**config.mk**
```make
export PLATFORM = sky130hd
export DESIGN_NAME = sparse_glb_egress
export DESIGN_NICKNAME = d
export VERILOG_FILES = /design/src/rtl/sparse_stream_pkg.sv /design/src/rtl/sparse_egress_fifo.sv /design/src/rtl/sparse_glb_egress.sv
export SDC_FILE = /design/constraint.sdc
export NUM_CORES = 1
export LEC_CHECK = 0
export CAP_MARGIN = 40
export CORE_MARGIN = 4
export CORE_UTILIZATION = 39
export CTS_CLUSTER_DIAMETER = 40
export DETAILED_ROUTE_END_ITERATION = 10
export PLACE_DENSITY = 0.65
export SYNTH_ARGS = -nofsm -noshare
export SYNTH_HDL_FRONTEND = slang
export SYNTH_SLANG_ARGS = --single-unit
```
**constraint.sdc**
```tcl
create_clock -name clk -period 5.8 [get_ports clk]
set_input_delay 0.58 -clock clk [delete_from_list [all_inputs] [get_ports clk]]
set_output_delay 0.58 -clock clk [all_outputs]
set_load 0.005 [all_outputs]
```
**src/rtl/sparse_stream_pkg.sv**
```systemverilog
// Shared types for the sparse stream tiles: word layout, control tokens, egress FSM states.
// Latency: n/a (types and helpers only).
// Backpressure: n/a.
package sparse_stream_pkg;

  localparam int DATA_W   = 17;
  localparam int CTRL_BIT = 16;

  typedef logic [DATA_W-1:0] stream_word_t;

  localparam stream_word_t DONE_TOKEN = 17'h10100;

  typedef enum logic [1:0] {
    IDLE,
    STREAM,
    FIN,
    DONE
  } egress_state_e;

  // STOP tokens carry the control flag with a zero level field; they pass through untouched.
  function automatic logic is_stop(input stream_word_t word);
    return word[CTRL_BIT] && (word[15:8] == 8'h00);
  endfunction

endpackage

```
**src/rtl/sparse_egress_fifo.sv**
```systemverilog
// First-word-fall-through FIFO for the egress stream; head entry drives dout directly.
// Latency: a word pushed in cycle N is visible at dout/!empty in cycle N+1.
// Backpressure: push ignored when full, pop ignored when empty; flush empties synchronously.
module sparse_egress_fifo #(
  parameter int DEPTH  = 4,
  parameter int DATA_W = 17
) (
  input  logic                     clk,
  input  logic                     rst,
  input  logic                     flush,
  input  logic                     push,
  input  logic                     pop,
  input  logic [DATA_W-1:0]        din,
  output logic [DATA_W-1:0]        dout,
  output logic                     full,
  output logic                     empty,
  output logic [$clog2(DEPTH):0]   fill
);

  localparam int AW = $clog2(DEPTH);
  localparam logic [AW:0] PTR_ONE = (AW+1)'(1);
  localparam logic [AW:0] DEPTH_V = (AW+1)'(DEPTH);

  logic [DATA_W-1:0] mem_q [DEPTH];
  logic [DATA_W-1:0] mem_d [DEPTH];
  logic [AW:0]       wr_ptr_q, wr_ptr_d;
  logic [AW:0]       rd_ptr_q, rd_ptr_d;
  logic              do_push, do_pop;

  // Extended pointers: the extra MSB separates full from empty without a counter.
  assign fill    = wr_ptr_q - rd_ptr_q;
  assign full    = (fill == DEPTH_V);
  assign empty   = (fill == '0);
  assign dout    = mem_q[rd_ptr_q[AW-1:0]];
  assign do_push = push && !full;
  assign do_pop  = pop && !empty;

  // Next-state for storage and pointers; flush drops everything buffered.
  always_comb begin
    mem_d    = mem_q;
    wr_ptr_d = wr_ptr_q;
    rd_ptr_d = rd_ptr_q;
    if (flush) begin
      wr_ptr_d = '0;
      rd_ptr_d = '0;
    end else begin
      if (do_push) begin
        mem_d[wr_ptr_q[AW-1:0]] = din;
        wr_ptr_d                = wr_ptr_q + PTR_ONE;
      end
      if (do_pop) begin
        rd_ptr_d = rd_ptr_q + PTR_ONE;
      end
    end
  end

  // Storage and pointer registers.
  always_ff @(posedge clk or posedge rst) begin
    if (rst) begin
      wr_ptr_q <= '0;
      rd_ptr_q <= '0;
      for (int i = 0; i < DEPTH; i++) begin
        mem_q[i] <= '0;
      end
    end else begin
      wr_ptr_q <= wr_ptr_d;
      rd_ptr_q <= rd_ptr_d;
      mem_q    <= mem_d;
    end
  end

endmodule

```
**src/rtl/sparse_glb_egress.sv**
```systemverilog
// GLB egress stage: buffers sparse stream words, streams them out, stops after TX_NUM DONE tokens.
// Latency: one cycle from in_valid&&in_ready to out_valid (FWFT); done rises two cycles after the last DONE transfer.
// Backpressure: out_data held while out_valid&&!out_ready; in_ready drops when full or outside STREAM. Optional SPARSE_EGRESS_STATS_EN adds word_cnt/stop_cnt.
module sparse_glb_egress #(
  parameter int DEPTH  = 4,
  parameter int TX_NUM = 1,
  parameter int DATA_W = 17
) (
  input  logic                     clk,
  input  logic                     rst,
  input  logic                     flush,
  input  logic [DATA_W-1:0]        in_data,
  input  logic                     in_valid,
  output logic                     in_ready,
  output logic [DATA_W-1:0]        out_data,
  output logic                     out_valid,
  input  logic                     out_ready,
  output logic                     done,
  output logic [$clog2(DEPTH):0]   fill
`ifdef SPARSE_EGRESS_STATS_EN
  ,
  output logic [15:0]              word_cnt,
  output logic [15:0]              stop_cnt
`endif
);

  import sparse_stream_pkg::*;

  localparam logic [7:0] TX_NUM_V = 8'(TX_NUM);

  egress_state_e state_q, state_d;
  logic [7:0]    done_cnt_q, done_cnt_d;
  logic          done_q, done_d;
  logic          fifo_full, fifo_empty;
  logic          push, pop, done_xfer;

  // Both handshakes are gated by STREAM so FIN/DONE freeze the FIFO contents.
  assign in_ready  = (state_q == STREAM) && !fifo_full;
  assign out_valid = (state_q == STREAM) && !fifo_empty;
  assign push      = in_valid && in_ready;
  assign pop       = out_valid && out_ready;
  assign done_xfer = pop && (out_data == DONE_TOKEN);
  assign done      = done_q;

  sparse_egress_fifo #(
    .DEPTH  (DEPTH),
    .DATA_W (DATA_W)
  ) u_fifo (
    .clk   (clk),
    .rst   (rst),
    .flush (flush),
    .push  (push),
    .pop   (pop),
    .din   (in_data),
    .dout  (out_data),
    .full  (fifo_full),
    .empty (fifo_empty),
    .fill  (fill)
  );

  // FSM and DONE-token counter; only transmitted DONE tokens count, never buffered ones.
  always_comb begin
    state_d    = state_q;
    done_cnt_d = done_cnt_q;
    if (flush) begin
      state_d    = IDLE;
      done_cnt_d = '0;
    end else begin
      case (state_q)
        IDLE:   state_d = STREAM;
        STREAM: begin
          if (done_xfer && (done_cnt_q < TX_NUM_V)) begin
            done_cnt_d = done_cnt_q + 8'd1;
            if (done_cnt_d == TX_NUM_V) begin
              state_d = FIN;
            end
          end
        end
        FIN:    state_d = DONE;
        DONE:   state_d = DONE;
        default: state_d = IDLE;
      endcase
    end
    done_d = (state_d == DONE);
  end

  // State, counter and registered done flag.
  always_ff @(posedge clk or posedge rst) begin
    if (rst) begin
      state_q    <= IDLE;
      done_cnt_q <= '0;
      done_q     <= 1'b0;
    end else begin
      state_q    <= state_d;
      done_cnt_q <= done_cnt_d;
      done_q     <= done_d;
    end
  end

`ifdef SPARSE_EGRESS_STATS_EN
  logic [15:0] word_cnt_q, word_cnt_d;
  logic [15:0] stop_cnt_q, stop_cnt_d;

  assign word_cnt = word_cnt_q;
  assign stop_cnt = stop_cnt_q;

  // Transfer statistics; word_cnt wraps naturally at 2^16.
  always_comb begin
    word_cnt_d = word_cnt_q;
    stop_cnt_d = stop_cnt_q;
    if (flush) begin
      word_cnt_d = '0;
      stop_cnt_d = '0;
    end else if (pop) begin
      word_cnt_d = word_cnt_q + 16'd1;
      if (is_stop(out_data)) begin
        stop_cnt_d = stop_cnt_q + 16'd1;
      end
    end
  end

  // Statistics registers.
  always_ff @(posedge clk or posedge rst) begin
    if (rst) begin
      word_cnt_q <= '0;
      stop_cnt_q <= '0;
    end else begin
      word_cnt_q <= word_cnt_d;
      stop_cnt_q <= stop_cnt_d;
    end
  end
`endif

endmodule

```
==> results.cfg <==
[status]
outcome = completed

[route]
avgRoutedWirePerCell_microns = 17.8
vias = 2403
ant_nets = 0
drtIter0Drc = 75
via_per_inst = 5.25
route.detailed.drc = 0
routed_wl_mm = 8.16
firstDrtPassIters = 4

[setup_path]
path_max_fanout = 4
slowest_stage = clkdlybuf4s50_1
path_class = flop to primary output
required_ps = 5220
cp.arrival_ps = 2530
endpoint_kind = primary output
critPathMostFrequentCell = inv_1
cp_num_buf_inv = 3
critPathTopFamily = buffers and inverters
max_stage_delay_ps = 530
worstPathCellList = inv_1 > ha_1 > fa_1 > xnor3_1 > inv_1 > a31oi_1 > clkdlybuf4s50_1
startpoint_type = flop

[synthesis]
synth_top_area_share_pct = 52.4
syn_avg_cell_area_sq_um = 14.9
synth_area_leader_cell = dfrtp_1
netlist_instances = 273
syn_area_sq_um = 4060
ys_ff_latch = 85
synthFlopType = dfrtp_1
synth.distinct_cells = 43
synth_edf_count = 0
ys_warn_count = 0
syn_nets = 304
async_flop_share_pct = 100
yosysMostFrequentCell = dfrtp_1
seq_area_frac_synth_pct = 52.4
synthTopCellsByArea = dfrtp_1 (52%), mux2_2 (19%), mux4_2 (6.7%)
synthTopCellsByCount = dfrtp_1 (85), mux2_2 (68), inv_1 (12), mux4_2 (12), ha_1 (8)

[floorplan]
start_util_pct = 40.8
die_h_microns = 110
io_pins = 45
die_width_microns = 110
core_sq_um = 9950
rows = 36
die_area_sq_um = 12100

[power]
power.static_leakage_nw = 2.19
clockPowerShare_pct = 25.9
vdd_drop_max_mv = 0.178
total_power_mw = 1.63
p_sw_mw = 0.439
seqPwrFrac_pct = 46.4
swShare_pct = 27.0
p_int_mw = 1.19
power_density_nw_per_um2 = 335
p_comb_share_pct = 27.7

[placement]
dp_hpwl_mm = 5.51
dpl.cell_count = 443
place.gp.congestion = 0.789
placed_area_sq_um = 4660
dp_slack_ps = 2930
io_buffers = 44

[clock_tree]
htreeDepth = 3
insertion_delay_ps = 350
ctsResizeCount = 0
holdBufCountCts = 0
cts_sinks = 85
cts_setup_buffers = 0
path_clk_slew_ps = 80
tritoncts = built
cts_root_buf = clkbuf_8
cts_buffer_depth = 2
cts_buffers = 9

[final_layout]
diodes = 0
fin_util_pct = 48.8
area_delta_synth_final_pct = 19.7
seq_area_sq_um = 2130
layout.nets = 352
final_area_sq_um = 4860
multi_input_area_sq_um = 1810
drive_gt1_share_pct = 33.8
stdcell_count = 458
fill_cells = 857

[timing]
slew_headroom_pct = 55.8
rsz0062_at_grt = false
worstMarginPinSlew_ps = 660
setup_viol_count_final = 0
holdWs_ps = 501
hold_violations = 0
period_needed_ps = 3110
skew_ps = 13.9
max_freq_ghz = 0.321
maxSlewViolCount = 0
setup_ws_ps = 2690
post-route-period-util_pct = 53.6
setup_tns_ps = 0

[global_route]
grt_util_all_layers_pct = 14.9
grt_pass1_wl_mm = 13.7
gr-total-overflow = 0
grt_pass1_vias = 2604
use_met2_pct = 23.6
antenna_found_initial = 0
grt.met1_usage_pct = 20.7
use_met3_pct = 2.62
grt_max_degree = 51
grt.busiest_layer = met2

[hold_path]
hp-class = flop to flop

[flow_run]
maxCapViolCount = 0
## state kept, by name (all words and copies together) (netlist names)
signal	count
u_fifo.mem_q	68
done_cnt_q	8
u_fifo.rd_ptr_q	3
u_fifo.wr_ptr_q	3
state_q	2
done	1
## logic make-up after synthesis
group	after synthesis	synth area share [%]
xor+xnor	6	1.63
flops	85	52.4
fa+ha+maj	9	2.96
simple gates	44	7.55
mux	87	29.2
compound gates	19	3.20
buf+inv	23	3.05
## cell type report
type | count | area share [%]
Clock inverter | 5 | 1.26
Inverter | 12 | 0.953
Clock buffer | 10 | 2.83
Tap cell | 133 | 3.42
Timing Repair Buffer | 48 | 10.5
Sequential cell | 85 | 43.8
Multi-Input combinational cell | 165 | 37.3
## layer usage
metal	part of all wire, %	vias to the layer above
met3	4.1	9
met2	48	47
li1	-	1103
met5	0	-
met1	46	1244
met4	1.3	0
## power groups by stage
stage | Sequential [mW] | Combinational (mW) | Clock (mW)
floorplan | 0.747 | 0.279 | 0
global placement | 0.763 | 0.448 | 0
detailed placement | 0.766 | 0.459 | 0
CTS | 0.754 | 0.461 | 0.434
global route | 0.766 | 0.494 | 0.457
finish | 0.754 | 0.451 | 0.421
## placed cells by master (no fill, tap or decap), drive strengths merged, types with 4 or more instances in the layout
cell	instances
nor2b	4
nand4	5
mux2	68
nor3b	5
nor4	4
mux4	17
clkbuf	10
nand2	6
buf	4
a21oi	5
xnor2	4
ha	8
dfrtp	85
clkdlybuf4s50	44
inv	11
nor2	6
## path summary, 6_finish.rpt
path                                    start               end  slack, ps  depth (start not counted)
setup / recovery           u_fifo.wr_ptr_q[0]          in_ready       2690                          7
hold / removal               u_fifo.mem_q[10]  u_fifo.mem_q[10]        500                          1
setup reg to reg           u_fifo.wr_ptr_q[0]  u_fifo.mem_q[18]       2930                          8
hold reg to reg              u_fifo.mem_q[10]  u_fifo.mem_q[10]        500                          1
max in group asynchronous                 rst  u_fifo.mem_q[44]       4520                          4
min in group asynchronous                 rst  u_fifo.mem_q[63]        660                          3
Power figures use the tool's default switching activity.
